`src/rtl/count_ctrl.sv`:
```
// count_ctrl: start/pause/stop controlled up-counter with a limit latched at start.
// Optional feature: define COUNT_CTRL_AUTORELOAD_EN to wrap to 0 at the terminal
// count and keep running instead of parking in DONE.
module count_ctrl #(
  parameter int unsigned WIDTH = 4
) (
  input  logic             clk,
  input  logic             r,
  input  logic             start,
  input  logic             pause,
  input  logic             stop,
  input  logic [WIDTH-1:0] limit,
  output logic [WIDTH-1:0] out,
  output logic             busy,
  output logic             done,
  output logic [1:0]       state
);

  typedef enum logic [1:0] {
    IDLE = 2'b00,
    RUN  = 2'b01,
    HOLD = 2'b10,
    DONE = 2'b11
  } state_t;

  state_t           state_q, state_n;
  logic [WIDTH-1:0] cnt_q, cnt_n;
  logic [WIDTH-1:0] lim_q, lim_n;
  logic             done_q, done_n;
  logic             busy_q, busy_n;

  // State, count, latched limit and registered flags
  always_ff @(posedge clk) begin
    if (r) begin
      state_q <= IDLE;
      cnt_q   <= '0;
      lim_q   <= '0;
      done_q  <= 1'b0;
      busy_q  <= 1'b0;
    end else begin
      state_q <= state_n;
      cnt_q   <= cnt_n;
      lim_q   <= lim_n;
      done_q  <= done_n;
      busy_q  <= busy_n;
    end
  end

  // Next-state and next-count decode; stop > pause > terminal/increment
  always_comb begin
    state_n = state_q;
    cnt_n   = cnt_q;
    lim_n   = lim_q;
    done_n  = 1'b0;
    busy_n  = 1'b0;
    case (state_q)
      IDLE: begin
        cnt_n = '0;
        if (start) begin
          lim_n   = limit;
          state_n = RUN;
        end
      end
      RUN: begin
        if (stop) begin
          state_n = IDLE;
          cnt_n   = '0;
        end else if (pause) begin
          state_n = HOLD;
        end else if (cnt_q == lim_q) begin
          done_n = 1'b1;
`ifdef COUNT_CTRL_AUTORELOAD_EN
          cnt_n   = '0;
`else
          state_n = DONE;
`endif
        end else begin
          cnt_n = cnt_q + WIDTH'(1);
        end
      end
      HOLD: begin
        if (stop) begin
          state_n = IDLE;
          cnt_n   = '0;
        end else if (!pause) begin
          state_n = RUN;
        end
      end
      DONE: begin
        if (stop) begin
          state_n = IDLE;
          cnt_n   = '0;
        end else if (start) begin
          lim_n   = limit;
          cnt_n   = '0;
          state_n = RUN;
        end
      end
      default: begin
        state_n = IDLE;
        cnt_n   = '0;
      end
    endcase
    busy_n = (state_n == RUN) || (state_n == HOLD);
  end

  assign out   = cnt_q;
  assign busy  = busy_q;
  assign done  = done_q;
  assign state = state_q;

endmodule
```
`config.mk`:
```
export PLATFORM = sky130hd
export DESIGN_NAME = count_ctrl
export DESIGN_NICKNAME = d
export VERILOG_FILES = /design/src/rtl/count_ctrl.sv
export SDC_FILE = /design/constraint.sdc
export NUM_CORES = 1
export LEC_CHECK = 0
export ABC_AREA = 1
export BUFFER_PORTS_ARGS = -buffer_cell sky130_fd_sc_hd__buf_2
export CAP_MARGIN = 10
export CORE_MARGIN = 8
export CORE_UTILIZATION = 50
export CTS_BUF_LIST = sky130_fd_sc_hd__clkbuf_4 sky130_fd_sc_hd__clkbuf_8 sky130_fd_sc_hd__clkbuf_16
export CTS_CLUSTER_DIAMETER = 100
export DETAILED_ROUTE_END_ITERATION = 10
export GPL_ROUTABILITY_DRIVEN = 0
export PLACE_DENSITY = 0.83
export SYNTH_ARGS = -nofsm -noshare
export SYNTH_HDL_FRONTEND = slang
export SYNTH_SLANG_ARGS = --single-unit
```
`constraint.sdc`:
```
create_clock -name clk -period 1.6 [get_ports clk]
set_clock_uncertainty 0.05 [all_clocks]
set_input_delay 0.24 -clock clk [delete_from_list [all_inputs] [get_ports clk]]
set_output_delay 0.24 -clock clk [all_outputs]
set_load 0.02 [all_outputs]
```
==> results.toml <==
[floorplanning]
chipHeight_um = 52.7
effective_utilization_at_floorplan = 0.525
fp.coreArea_um2 = 1280
floorplan.io_pins = 17
die-width_um = 52.7
placement_rows = 13
die-area_um2 = 2780

[drt]
initialDrtViolationCount = 28
route.layer.met1.wl_um = 655
wl_met3_um = 131
routed-via-count = 688
wire_per_inst_um = 11.9
postRouteAntennaNets = 0
detailroute.wirelength.met2_um = 721
drt_wl_total_um = 1560
drt_first_pass_iters = 4
route.top_layer_used = "met4"
via_per_inst = 5.25
drcViolationCount = 0

[sta]
relSlewSlack = 0.792
unrepaired_setup_endpoints_after_global_routing = "no"
post-route-min-period_ps = 1320
worst_slew_pin_slew_ps = 312
final_hold_viol_count = 0
setup-violations-final = 0
fin_crit_sh = 0.823
slew_viol_final = 0
fin_setup_tns_ps = 0
final.setup.worst_slack_ps = 283
max_clock_freq_mhz = 759

[global_routing]
first_global_vias = 633
grt_max_degree = 9
antenna_found_initial = 0
grt_usage = 0.125
grt.overflow.total = 0
grt_pass1_wl_um = 2590

[critical_path]
worstPathArrival_ps = 1450
timing.critical_path.slowest_cell_delay_ps = 440
critical_path.max_fanout = 6
cpMostUsedCell = "nand2_1"
critical_path.endpoint_type = "register"
critPathLaunchType = "register"
timing.critical_path.max_delay_family = "simple AND/OR/NAND/NOR gates"
timing_worst_setup_path_type = "register to register"
timing.critical_path.cells = "inv_2, nand2_1, nand2_1, nor2_2, nand3_4, nand3_4, nand2_1, nand2_1, nor2_1"
cpMaxStageDelayCell = "dfxtp_1"
worstPathRequired_ps = 1730
critPathBufInv = 1

[logic_synthesis]
synthesized_flop_and_latch_total = 12
yosysWarnings = 0
post_syn_area_um2 = 674
syn_avg_cell_area_um2 = 7.02
yosys.cell_types.count = 20
synth_nets = 106
syn-instance-count = 96
seq_area_frac_synth = 0.356

[hold_path]
hold_path.class = "input pin to register"

[place]
post_dp_cell_area_um2 = 773
dp.final_hpwl_um = 1230
placement.io_buffers = 16
pre_cts_slack_ps = 284

[cts]
cts_root_buffer = "clkbuf_4"
clk_pin_slew_ps = 80
cts_made_buffers = 3
htreeDepth = 1
clk_latency_ps = 280
number_of_sinks_driven_by_the_clock_tree = 12
tritoncts_clock_tree = "built"
clock_path_buffers = 2
post_cts_resize_count = 0
postCtsSetupRepairBufs = 0
holdBufCountCts = 0

[pwr]
power_density_nw_per_um2 = 914
report.power.total_uw = 740
internal_power_component_uw = 514
static-leakage-power_uw = 0.000379
sequentialPowerShare = 0.454
max-vdd-ir-drop_v = 0.000417
p_sw_frac = 0.306
clkPwrFrac = 0.335
combinationalPowerShare = 0.211
power.net_switching_uw = 226

[cells_and_area]
design_area_um2 = 810
total_of_fill_cells_in_the_finished_design = 116
fin_nets = 127
multiInputGateArea_um2 = 389
n_antenna_cell = 0
final-seq-area_um2 = 240
syn_to_final_growth_pct = 20.0
layout-drive-gt1-share = 0.293
final_core_occ = 0.630

[run]
maxCapViolCount = 0

[outcome]
outcome = "completed"
## per-stage QoR
step                      hold WS, ps  cells
final                             122    131
after CTS                         119    131
after global routing              135    131
after global placement            407    127
after detailed placement          411    127
after floorplan                   252     96
## synthesized netlist by cell type
master / count / area share
nor3_1: 2 / 0.015
o21ai_0: 4 / 0.030
o21a_4: 1 / 0.022
a21oi_1: 7 / 0.052
nor2_4: 2 / 0.033
inv_1: 9 / 0.050
nand3_4: 2 / 0.052
dfxtp_1: 12 / 0.36
nand3_1: 6 / 0.045
o21ai_2: 1 / 0.013
nand4_1: 4 / 0.037
ha_1: 1 / 0.019
nand2_1: 27 / 0.15
or2_2: 1 / 0.0093
a21oi_2: 1 / 0.013
nor2_1: 9 / 0.050
inv_2: 3 / 0.017
nor2_2: 1 / 0.0093
nand2_2: 2 / 0.019
a31oi_1: 1 / 0.0093
## layout by cell type, fill, tap and decap left out, types with 4 or more instances in the layout
master,synthesis,routed
nand2_1,27,27
buf_2,0,16
dfxtp_1,12,12
inv_1,9,9
nor2_1,9,9
a21oi_1,7,7
nand3_1,6,6
nand4_1,4,4
o21ai_0,4,4
## area by class of cell
cell class                 instances  share of cell area
multi-input combinational         72               0.481
sequential                        12               0.297
timing repair buffer              16              0.0989
inverter                          12              0.0556
clock buffer                       4              0.0448
tap                               15              0.0232
## flip-flops by register name, indices dropped and copies added, names as in the netlist
name	flops
busy	1
done	1
lim_q	4
state	2
out	4
## final timing paths
check	slack [ps]	end	cells after the start	startpoint
worst max-delay path	280	out[1]	9	out[1]
worst min-delay path	120	done	2	pause
worst max register to register	280	out[1]	9	out[1]
worst min register to register	420	lim_q[0]	2	lim_q[0]
## cell families (layout without fill, tap and decap cells)
kind of cell    Yosys count  count (layout)  share of synthesized area
simple gates             56              56                      0.419
compound gates           15              15                      0.139
flops                    12              12                      0.356
buf+inv                  12              32                     0.0668
fa+ha+maj                 1               1                     0.0185
## worst reg2reg max path, stage by stage (launching register included)
cell and delay (ps):
dfxtp_1 440, inv_2 50, nand2_1 50, nand2_1 50, nor2_2 160, nand3_4 130
nand3_4 110, nand2_1 70, nand2_1 60, nor2_1 40
## power by group through the flow
stage / Sequential, uW / Combinational [uW] / Clock, uW
final: 336 / 156 / 248
after global routing: 339 / 174 / 263
after CTS: 336 / 157 / 249
after detailed placement: 343 / 156 / 0
after global placement: 343 / 152 / 0
after floorplan: 355 / 98.6 / 0
## per-layer routing
| metal | global-route usage | vias to the layer above |
|---|---|---|
| met4 | 0.0819 | 0 |
| met3 | 0.0483 | 9 |
| met1 | 0.138 | 299 |
| met2 | 0.194 | 22 |
| met5 | 0 | - |
| li1 | - | 358 |
Note: power is estimated with default switching activity, not from simulation.
